[src/rtl/nav_pkg.sv]
// Shared types and constants for the navigation controller: state encoding,
// forward speed limits and the two ramp increments (fast simulation / real).
package nav_pkg;

  typedef enum logic [2:0] {
    IDLE,
    HEADING,
    RAMP_UP,
    DECEL,
    BRAKE
  } nav_state_e;

  localparam logic [10:0] MIN_FRWRD      = 11'h0D0;
  localparam logic [10:0] MAX_FRWRD      = 11'h2A0;
  localparam logic [10:0] FUSION_THRESH  = 11'h150;
  localparam logic [10:0] FRWRD_INC_FAST = 11'h018;
  localparam logic [10:0] FRWRD_INC_SLOW = 11'h002;

endpackage

[src/rtl/navigate_if.sv]
// Handshake bundle between the command processor / sensors / PID stage
// (master side) and the navigation controller (slave side).
interface navigate_if;

  logic        strt_hdng;
  logic        strt_mv;
  logic        stp_lft;
  logic        stp_rght;
  logic        at_hdng;
  logic        lft_opn;
  logic        rght_opn;
  logic        frwrd_opn;
  logic        moving;
  logic [10:0] frwrd_spd;
  logic        en_fusion;
  logic        mv_cmplt;

  modport master (
    output strt_hdng, strt_mv, stp_lft, stp_rght, at_hdng,
           lft_opn, rght_opn, frwrd_opn,
    input  moving, frwrd_spd, en_fusion, mv_cmplt
  );

  modport slave (
    input  strt_hdng, strt_mv, stp_lft, stp_rght, at_hdng,
           lft_opn, rght_opn, frwrd_opn,
    output moving, frwrd_spd, en_fusion, mv_cmplt
  );

endinterface

[src/rtl/navigate.sv]
// Navigation controller: runs heading changes and forward moves, ramping the
// forward speed up, then decelerating at a side opening or braking at a wall.
module navigate
  import nav_pkg::*;
#(
  parameter logic FAST_SIM = 1'b1
) (
  input  logic      clk,
  input  logic      rst_n,
  navigate_if.slave nav
);

  localparam logic [10:0] FRWRD_INC  = FAST_SIM ? FRWRD_INC_FAST : FRWRD_INC_SLOW;
  localparam logic [10:0] DECEL_STEP = FRWRD_INC << 1;
  localparam logic [10:0] BRAKE_STEP = FRWRD_INC << 2;

  nav_state_e  state_q, state_d;
  logic [10:0] frwrdSpd_q, frwrdSpd_d;
  logic        mvCmplt_q, mvCmplt_d;
  logic        lftOpnDly_q, rghtOpnDly_q;
  logic        movingComb;
  logic        lftRise, rghtRise;
  logic [11:0] rampSum;
  logic [10:0] rampSat;
  logic [10:0] downStep;

  // Delayed copies start high so an opening visible out of reset is not an edge
  assign lftRise  = nav.lft_opn  & ~lftOpnDly_q;
  assign rghtRise = nav.rght_opn & ~rghtOpnDly_q;

  // Widen before adding so the saturation compare sees any carry
  assign rampSum  = {1'b0, frwrdSpd_q} + {1'b0, FRWRD_INC};
  assign rampSat  = (rampSum > {1'b0, MAX_FRWRD}) ? MAX_FRWRD : rampSum[10:0];
  assign downStep = (state_q == BRAKE) ? BRAKE_STEP : DECEL_STEP;

  // State, speed, completion pulse and edge-detect registers
  always_ff @(posedge clk or negedge rst_n) begin
    if (!rst_n) begin
      state_q      <= IDLE;
      frwrdSpd_q   <= '0;
      mvCmplt_q    <= 1'b0;
      lftOpnDly_q  <= 1'b1;
      rghtOpnDly_q <= 1'b1;
    end else begin
      state_q      <= state_d;
      frwrdSpd_q   <= frwrdSpd_d;
      mvCmplt_q    <= mvCmplt_d;
      lftOpnDly_q  <= nav.lft_opn;
      rghtOpnDly_q <= nav.rght_opn;
    end
  end

  // Next-state, next-speed and moving decode; speed holds on state changes
  always_comb begin
    state_d    = state_q;
    frwrdSpd_d = frwrdSpd_q;
    mvCmplt_d  = 1'b0;
    movingComb = 1'b1;
    case (state_q)
      IDLE: begin
        movingComb = 1'b0;
        frwrdSpd_d = '0;
        if (nav.strt_hdng) begin
          state_d = HEADING;
        end else if (nav.strt_mv) begin
          state_d    = RAMP_UP;
          frwrdSpd_d = MIN_FRWRD;
        end
      end
      HEADING: begin
        frwrdSpd_d = '0;
        if (nav.at_hdng) begin
          state_d   = IDLE;
          mvCmplt_d = 1'b1;
        end
      end
      RAMP_UP: begin
        if (!nav.frwrd_opn) begin
          state_d = BRAKE;
        end else if ((nav.stp_lft & lftRise) | (nav.stp_rght & rghtRise)) begin
          state_d = DECEL;
        end else begin
          frwrdSpd_d = rampSat;
        end
      end
      DECEL, BRAKE: begin
        if ((state_q == DECEL) && !nav.frwrd_opn) begin
          state_d = BRAKE;
        end else if (frwrdSpd_q <= downStep) begin
          state_d    = IDLE;
          frwrdSpd_d = '0;
          mvCmplt_d  = 1'b1;
        end else begin
          frwrdSpd_d = frwrdSpd_q - downStep;
        end
      end
      default: begin
        state_d    = IDLE;
        frwrdSpd_d = '0;
        movingComb = 1'b0;
      end
    endcase
  end

  assign nav.moving    = movingComb;
  assign nav.frwrd_spd = frwrdSpd_q;
  assign nav.mv_cmplt  = mvCmplt_q;
  assign nav.en_fusion = (frwrdSpd_q > FUSION_THRESH);

endmodule
[src/flat_wrapper.sv]
// flat-port wrapper written by rule: the top's interface ports become plain ports
module navigate_flat import nav_pkg::*;
#(
  parameter logic FAST_SIM = 1'b1
)
  (clk, rst_n, nav_strt_hdng, nav_strt_mv, nav_stp_lft, nav_stp_rght, nav_at_hdng, nav_lft_opn, nav_rght_opn, nav_frwrd_opn, nav_moving, nav_frwrd_spd, nav_en_fusion, nav_mv_cmplt);
  navigate_if nav_i ();
  input  logic clk;
  input  logic rst_n;
  input wire logic [$bits(nav_i.strt_hdng)-1:0] nav_strt_hdng;
  input wire logic [$bits(nav_i.strt_mv)-1:0] nav_strt_mv;
  input wire logic [$bits(nav_i.stp_lft)-1:0] nav_stp_lft;
  input wire logic [$bits(nav_i.stp_rght)-1:0] nav_stp_rght;
  input wire logic [$bits(nav_i.at_hdng)-1:0] nav_at_hdng;
  input wire logic [$bits(nav_i.lft_opn)-1:0] nav_lft_opn;
  input wire logic [$bits(nav_i.rght_opn)-1:0] nav_rght_opn;
  input wire logic [$bits(nav_i.frwrd_opn)-1:0] nav_frwrd_opn;
  output wire logic [$bits(nav_i.moving)-1:0] nav_moving;
  output wire logic [$bits(nav_i.frwrd_spd)-1:0] nav_frwrd_spd;
  output wire logic [$bits(nav_i.en_fusion)-1:0] nav_en_fusion;
  output wire logic [$bits(nav_i.mv_cmplt)-1:0] nav_mv_cmplt;
  assign nav_i.strt_hdng = nav_strt_hdng;
  assign nav_i.strt_mv = nav_strt_mv;
  assign nav_i.stp_lft = nav_stp_lft;
  assign nav_i.stp_rght = nav_stp_rght;
  assign nav_i.at_hdng = nav_at_hdng;
  assign nav_i.lft_opn = nav_lft_opn;
  assign nav_i.rght_opn = nav_rght_opn;
  assign nav_i.frwrd_opn = nav_frwrd_opn;
  assign nav_moving = nav_i.moving;
  assign nav_frwrd_spd = nav_i.frwrd_spd;
  assign nav_en_fusion = nav_i.en_fusion;
  assign nav_mv_cmplt = nav_i.mv_cmplt;
  navigate #(.FAST_SIM(FAST_SIM)) u_core (.clk(clk), .rst_n(rst_n), .nav(nav_i));
endmodule
[config.mk]
export PLATFORM = sky130hd
export DESIGN_NAME = navigate_flat
export DESIGN_NICKNAME = d
export VERILOG_FILES = /design/src/rtl/nav_pkg.sv /design/src/rtl/navigate_if.sv /design/src/rtl/navigate.sv /design/src/flat_wrapper.sv
export SDC_FILE = /design/constraint.sdc
export NUM_CORES = 1
export LEC_CHECK = 0
export ABC_AREA = 0
export CAP_MARGIN = 20
export CORE_MARGIN = 5
export CORE_UTILIZATION = 55
export CTS_CLUSTER_SIZE = 8
export DETAILED_ROUTE_END_ITERATION = 8
export GPL_TIMING_DRIVEN = 1
export PLACE_DENSITY = 0.83
export SLEW_MARGIN = 30
export SYNTH_ARGS = -nofsm -noshare
export SYNTH_HDL_FRONTEND = slang
export SYNTH_SLANG_ARGS = --single-unit
[constraint.sdc]
create_clock -name clk -period 3.9 [get_ports clk]
set_clock_uncertainty 0.2 [all_clocks]
set_input_delay 1.17 -clock clk [delete_from_list [all_inputs] [get_ports clk]]
set_output_delay 1.17 -clock clk [all_outputs]
set_load 0.02 [all_outputs]
# == Yosys cells after proc, flatten, opt, wreduce, memory -nomap -nowiden ==
# Index checks and enable logic that the tools add are counted.
# classes
muxes,22
n_addsub,2
reduce_logical,7
n_lt_le_gt_ge,3
n_eq_ne,11
n_bitwise,7
# ops
cell,count
$mux 11,6
$pmux 11 s3,1
$mux 3,7
$add 11x5->12 const B,1
$gt 12x10->1 const B,1
$pmux 3 s4,1
$gt 11x9->1 const B,1
$le 11x11->1,1
$sub 11x11->11,1
$mux 8,1
$ne 2x2->1 const B,4
$mux 7,1
$eq 3x2->1 const B,2
$and 1x1->1,4
$mux 1,4
$reduce_and 4->1,1
$reduce_or 4->1,1
$eq 3x1->1 const B,1
$eq 3x3->1 const B,1
$logic_not 3->1,1
$ne 3x1->1 const B,1
$ne 3x2->1 const B,1
$ne 3x3->1 const B,1
$reduce_and 3->1,1
other kinds (6),7
# totals
regBits,17
out_inout_bits,14
word_cells,57
inputBits,10

# == Longest topological paths before layout ==
# Gate-level depths: netlist of the first run.
# depth
depth_word,7
ltp_mapped,10
mapped_depth_nobuf,9

# == Least setup slack after synthesis of the first run ==
# No wires, ideal clock.
# synth_timing
path_type,reg-to-output
start,register u_core.frwrdSpd_q[3] (netlist: u_core.nav.frwrd_spd[3])
end,output nav_en_fusion
required_ps,2530
arrival_time_ps,1298
setup_slack_ps,1232
path_stages_with_launch,5
n_path_buf,1
cell_sequence,dfrtp_1 buf_6 a21o_2 a21oi_1 o21ai_0
# synth_via
elab_chain_len,1
# synth_lines
item,line_no,rtl
start: declaration,navigate.sv:18,"logic [10:0] frwrdSpd_q, frwrdSpd_d;"
start signal: assignment,navigate.sv:46,frwrdSpd_q <= frwrdSpd_d;
$gt 11x9->1,navigate.sv:108,assign nav.en_fusion = (frwrdSpd_q > FUSION_THRESH);
end: declaration,flat_wrapper.sv:20,output wire logic [$bits(nav_i.en_fusion)-1:0] nav_en_fusion;
# Every way passes these cells.

# == Worst setup path in the final report of the first run ==
# layout_timing
start,register u_core.frwrdSpd_q[5] (netlist: u_core.nav.frwrd_spd[5])
end,output nav_en_fusion
# Same word-level chain as after synthesis.

==> results of run 1 <==
-- final timing paths --
path	from	endpoint	slack [ns]	cells after the start
min in group asynchronous	rst_n	u_core.nav.frwrd_spd[8]	1.08	1
min reg2reg	u_core.nav.frwrd_spd[9]	u_core.nav.frwrd_spd[9]	0.45	2
max in group asynchronous	rst_n	u_core.nav.frwrd_spd[5]	2.01	1
max reg2reg	u_core.state_q[0]	u_core.state_q[0]	0.96	9
max	u_core.nav.frwrd_spd[5]	nav_en_fusion	0.57	4
min	u_core.nav.frwrd_spd[9]	u_core.nav.frwrd_spd[9]	0.45	2
-- cells by family (layout without fill, tap and decap cells) --
family | Yosys count | in the layout
adder cells (fa/ha/maj) | 5 | 5
flip-flops | 14 | 14
multiplexers | 2 | 2
buffers and inverters | 24 | 35
AND/OR/NAND/NOR | 52 | 52
AO/OA/AOI/OAI | 53 | 53
XOR/XNOR | 3 | 3
other | 1 | 3
-- power by group through the flow --
stage | Combinational, W | Clock [W] | Sequential [W]
detailed placement | 0.000584 | 0 | 0.000301
finish | 0.000586 | 0.000107 | 0.000299
CTS | 0.000589 | 0.000109 | 0.000297
global placement | 0.000567 | 0 | 0.000293
floorplan | 0.000489 | 0 | 0.000255
global route | 0.000640 | 0.000117 | 0.000311
-- layout make-up --
| class | count | area [µm²] |
|---|---|---|
| well taps | 30 | 37.5 |
| multi-input cells | 118 | 868 |
| flip-flops and latches | 14 | 353 |
| clock buffers | 4 | 36.3 |
| repair buffers | 20 | 200 |
| inverters | 11 | 41.3 |
| fillers | 209 | 896 |
-- metal layers --
layer | track usage (%) | wire, µm | vias up
met3 | 3.24 | 147 | 11
met1 | 21.9 | 1320 | 570
met2 | 32.1 | 1540 | 33
met5 | 0 | 0 | -
li1 | - | - | 583
met4 | 9.81 | 84 | 0
-- flip-flops by register name (all words and copies together) (netlist names) --
name,count
u_core.rghtOpnDly_q,1
u_core.state_q,3
u_core.nav.mv_cmplt,1
u_core.nav.frwrd_spd,8
u_core.lftOpnDly_q,1
-- cell usage after synthesis, drive strengths merged, types with 2 or more instances --
master | instances | area share [%]
dfrtp | 12 | 22
inv | 11 | 3.0
a21o | 2 | 1.2
nor2b | 2 | 0.91
or3 | 2 | 0.91
o221ai | 2 | 1.3
nand2 | 11 | 3.2
nand2b | 3 | 1.6
nand3b | 3 | 2.6
o32ai | 3 | 2.5
nor2 | 10 | 3.3
and3 | 3 | 1.4
buf | 12 | 8.0
nand3 | 5 | 2.2
and2 | 3 | 1.4
o22ai | 3 | 1.8
o211ai | 2 | 1.1
dfstp | 2 | 3.8
o31ai | 2 | 1.5
xnor2 | 2 | 1.3
nor3 | 4 | 1.5
or4 | 2 | 1.4
ha | 5 | 4.6
o21ai | 11 | 4.3
a21oi | 10 | 3.7
a21boi | 3 | 1.6
a31oi | 3 | 1.8
-- worst register-to-register path, cell delays in order, from the launching register on --
cell,delay (ns)
dfrtp_1,0.57
nor2_4,0.22
nand2_1,0.15
ha_1,0.41
and3b_1,0.24
o32ai_2,0.12
a22oi_4,0.32
o22ai_2,0.15
o31ai_1,0.11
mux2_4,0.33
-- through the flow --
step / area, µm² / total power, W
finish: 1540 / 0.000992
global route: 1540 / 0.00107
CTS: 1540 / 0.000994
detailed placement: 1500 / 0.000885
global placement: 1500 / 0.000860
floorplan: 1380 / 0.000745
==> flow_metrics.env, run 1 <==
export IMPL_core_area_um2=2430
export IMPL_finalCritPeriodShare_pct=85.3
export IMPL_cap_violations=0
export IMPL_clk_pin_slew_ns=0.09
export IMPL_status="finished, final reports clean"
export IMPL_yosys_area_share_xor_xnor_pct=1.92
export IMPL_min_period_ns=3.33
export IMPL_ys_async_sr_fraction_pct=100
export IMPL_wirelength_um=3090
export IMPL_htreeDepth=1
export IMPL_synth_simple_area_share_pct=22.8
export IMPL_num_antenna_cells=0
export IMPL_max_freq_ghz=0.301
export IMPL_synth_compound_area_share_pct=31.6
export IMPL_layout_commonest_cell="clkdlybuf4s50_1"
export IMPL_whs_ns=0.451
export IMPL_vias_per_cell=6.08
export IMPL_start_kind="register"
export IMPL_wire_per_inst_um=15.7
export IMPL_layout_common_cells="20 x clkdlybuf4s50_1, 12 x dfrtp_1, 11 x inv_1"
export IMPL_rsz0062_at_grt="no"
export IMPL_setup_tns_ns=0
export IMPL_cts_tree="built"
export IMPL_swShare_pct=47.5
export IMPL_ys_seq_area_share_pct=25.8
export IMPL_ctsResizeCount=0
export IMPL_synthAdderAreaFrac_pct=4.57
export IMPL_synth_seq_cells=14
export IMPL_cellPowerDensity_nw_per_um2=646
export IMPL_layout_setup_ws_ns=0.574
export IMPL_grt_first_pass_wirelength_um=5090
export IMPL_dieHeight_um=59.9
export IMPL_synth_mux_area_share_pct=1.83
export IMPL_worstPathArrival_ns=1.96
export IMPL_via_count=1197
export IMPL_p_int_w=0.000521
export IMPL_yosysUniqueCellTypes=65
export IMPL_cts_made_buffers=3
export IMPL_placedCellCount=193
export IMPL_place_gp_congestion=0.908
export IMPL_comb_power_share_pct=59.1
export IMPL_syn2layout_area_growth_pct=12.4
export IMPL_first_pass_iters=4
export IMPL_synth_top_family_by_area="compound AO/OA/AOI/OAI gates"
export IMPL_cts_path_max_buffers=2
export IMPL_pre_cts_ws_ns=0.672
export IMPL_crit_family="flip-flops"
export IMPL_critPathMaxFanout=13
export IMPL_slowest_delay_ns=0.66
export IMPL_post_route_util_pct=63.2
export IMPL_crit_buf_inv=1
export IMPL_grt_antenna_before_repair=0
export IMPL_drtIter0Drc=37
export IMPL_drv_slew=0
export IMPL_die_w_um=59.9
export IMPL_setup_viol=0
export IMPL_grt_pass1_vias=1146
export IMPL_die_area_um2=3580
export IMPL_antenna_left=0
export IMPL_hpwl_um=2340
export IMPL_synthFlopType="dfrtp_1"
export IMPL_final_cells=197
export IMPL_drive_gt1_share_pct=14.4
export IMPL_grt_ovfl_total=0
export IMPL_crit_required_ns=2.53
export IMPL_peakVddDrop_mv=0.449
export IMPL_critPathCaptureType="primary output"
export IMPL_p_sw_w=0.000471
export IMPL_worst_slew_pin_slew_ns=0.646
export IMPL_p_clk_share_pct=10.8
export IMPL_hold_path_class="reg -> reg"
export IMPL_finalNetCount=183
export IMPL_grt_use_total_pct=18.7
export IMPL_holdBufCountCts=0
export IMPL_start_util_pct=56.2
export IMPL_worst_skew_pair_late_latency_ns=0.28
export IMPL_cts_sinks=14
export IMPL_hold_viol=0
export IMPL_num_rows=18
export IMPL_route_detailed_drc=0
export IMPL_synth_warnings=0
export IMPL_syn_area_um2=1370
export IMPL_relSlewSlack_pct=56.8
export IMPL_io_buffers=20
export IMPL_cp_cell_sequence="a21o_2 > a21oi_1 > o21ai_0 > clkdlybuf4s50_1"
export IMPL_slowest_stage="dfrtp_1"
export IMPL_power_share_sequential_pct=30.1
export IMPL_synthCells=154
export IMPL_io_pins=24
export IMPL_grt_max_degree=16
export IMPL_syn_avg_cell_area_um2=8.88
export IMPL_cellLeakagePower_nw=0.635
export IMPL_post_cts_buffers=0
export IMPL_critPathKind="reg -> out"
export IMPL_cts_root_buf="clkbuf_4"
export IMPL_synth_edf_count=0
(Power assumes the default switching activity.)
==> run 2, diff against run 1 <==
--- a/config.mk
+++ b/config.mk
@@ -12,6 +12,7 @@
 export CTS_CLUSTER_SIZE = 8
 export DETAILED_ROUTE_END_ITERATION = 8
 export GPL_TIMING_DRIVEN = 1
+export MAX_ROUTING_LAYER = met4
 export PLACE_DENSITY = 0.83
 export SLEW_MARGIN = 30
 export SYNTH_ARGS = -nofsm -noshare
==> run 2 against run 1 <==
Against the previous run: sequential cell count unchanged; global-route usage up 0.81 points; clock power down 16%; count of clock-buffer cells in the layout unchanged; sequential share of layout area up 0.15 points; core utilization down 0.41 points; combinational power about the same; worst hold slack worse by 0.0017 ns; fmax up 0.34%; wire length up 0.13%; total power down 2.0%; critical endpoint unchanged; highest routed layer unchanged.
==> flow_metrics.env, run 2 (same netlist as run 1, synthesis figures left out) <==
export IMPL_placedCellCount=193
export IMPL_drtIter0Drc=41
export IMPL_cts_path_max_buffers=2
export IMPL_dieHeight_um=59.9
export IMPL_io_pins=24
export IMPL_cellLeakagePower_nw=0.629
export IMPL_wirelength_um=3090
export IMPL_hold_path_class="reg -> reg"
export IMPL_crit_buf_inv=1
export IMPL_crit_required_ns=2.53
export IMPL_drive_gt1_share_pct=13.8
export IMPL_setup_tns_ns=0
export IMPL_antenna_left=0
export IMPL_grt_pass1_vias=1159
export IMPL_via_count=1207
export IMPL_min_from="u_core.nav.frwrd_spd[9]"
export IMPL_num_antenna_cells=0
export IMPL_first_pass_iters=4
export IMPL_grt_first_pass_wirelength_um=5180
export IMPL_finalNetCount=183
export IMPL_drv_slew=0
export IMPL_critPathCaptureType="primary output"
export IMPL_cts_made_buffers=3
export IMPL_min_delay_path_depth=2
export IMPL_status="finished, final reports clean"
export IMPL_critPathMaxFanout=13
export IMPL_min_period_ns=3.31
export IMPL_ctsResizeCount=0
export IMPL_grt_ovfl_total=0
export IMPL_post_route_util_pct=62.8
export IMPL_r2r_slack_ns=0.98
export IMPL_htreeDepth=1
export IMPL_num_fill_cells=208
export IMPL_place_gp_congestion=0.927
export IMPL_worstPathArrival_ns=1.94
export IMPL_vias_per_cell=6.13
export IMPL_worst_skew_pair_late_latency_ns=0.29
export IMPL_hold_viol=0
export IMPL_holdBufCountCts=0
export IMPL_slowest_delay_ns=0.66
export IMPL_cp_cell_sequence="a21o_2 > a21oi_1 > o21ai_0 > clkdlybuf4s50_1"
export IMPL_cts_root_buf="clkbuf_4"
export IMPL_io_buffers=20
export IMPL_syn2layout_area_growth_pct=11.6
export IMPL_slowest_stage="dfrtp_1"
export IMPL_cellPowerDensity_nw_per_um2=637
export IMPL_setup_viol=0
export IMPL_grt_use_total_pct=19.5
export IMPL_max_freq_ghz=0.302
export IMPL_whs_endpoint="u_core.nav.frwrd_spd[9]"
export IMPL_post_cts_buffers=0
export IMPL_critical_path_reg2reg_startpoint="u_core.state_q[0]"
export IMPL_layout_common_cells="20 x clkdlybuf4s50_1, 12 x dfrtp_1, 11 x inv_1"
export IMPL_route_detailed_drc=0
export IMPL_largest_reg_flops=8
export IMPL_die_area_um2=3580
export IMPL_core_area_um2=2430
export IMPL_cts_sinks=14
export IMPL_reg2reg_depth=9
export IMPL_start_kind="register"
export IMPL_clk_pin_slew_ns=0.09
export IMPL_cts_tree="built"
export IMPL_grt_antenna_before_repair=0
export IMPL_rr_endpoint="u_core.state_q[0]"
export IMPL_relSlewSlack_pct=55.8
export IMPL_peakVddDrop_mv=0.428
export IMPL_critPathKind="reg -> out"
export IMPL_num_rows=18
export IMPL_hpwl_um=2280
export IMPL_start_util_pct=56.2
export IMPL_rsz0062_at_grt="no"
export IMPL_crit_family="flip-flops"
export IMPL_worst_slew_pin_slew_ns=0.661
export IMPL_layout_commonest_cell="clkdlybuf4s50_1"
export IMPL_final_cells=197
export IMPL_cap_violations=0
export IMPL_finalCritPeriodShare_pct=85.0
export IMPL_wire_per_inst_um=15.7
export IMPL_die_w_um=59.9
export IMPL_grt_max_degree=16
-- run 2: cell counts in the layout (fill, tap and decap cells not counted) --
Identical to the previous run, type by type.
-- run 2: metrics by stage --
step	total power [W]	hold slack, ns	setup WS [ns]	area (µm²)
3_3_place_gp	0.000860	0.433	0.699	1500
6_report	0.000972	0.449	0.585	1530
4_1_cts	0.000972	0.446	0.593	1530
2_1_floorplan	0.000745	0.334	1.23	1380
5_1_grt	0.00105	0.525	0.452	1530
3_5_place_dp	0.000881	0.433	0.629	1500
-- run 2: tightest hold or removal path, delay by kind of cell (launching register included) --
family	cells	cell delay (ns)
compound gates	1	0.06
buf+inv	1	0.08
flops	1	0.47
-- run 2: layout make-up --
type,count,area [µm²],area share (%)
clock buffers,4,26.3,1.72
inverters,11,41.3,2.70
repair buffers,20,200,13.1
well taps,30,37.5,2.46
multi-input cells,118,868,56.9
flip-flops and latches,14,353,23.1
-- run 2: worst max path at each step --
stage	cells past startpoint	to	from	slack (ns)
final	4	nav_en_fusion	u_core.nav.frwrd_spd[5]	0.59
after global routing	4	nav_en_fusion	u_core.nav.frwrd_spd[3]	0.45
after CTS	4	nav_en_fusion	u_core.nav.frwrd_spd[5]	0.59
after detailed placement	6	u_core.nav.frwrd_spd[8]	nav_frwrd_opn	0.63
after global placement	6	u_core.nav.frwrd_spd[5]	nav_rght_opn	0.70
after floorplan	4	nav_en_fusion	u_core.nav.frwrd_spd[3]	1.23
-- run 2: report_power, final --
group          switching [W]  internal [W]  total [W]  leakage [nW]
clock network      0.0000507     0.0000398  0.0000904        0.0150
logic               0.000304      0.000280   0.000584         0.431
registers           0.000114      0.000184   0.000298         0.183
-- run 2: per-layer routing --
metal	GRT usage (%)	share of wire, %	vias up
met3	2.38	3.5	9
met4	10.4	2.7	0
met1	22.9	43	587
met5	-	0	-
li1	-	-	582
met2	32.1	51	29
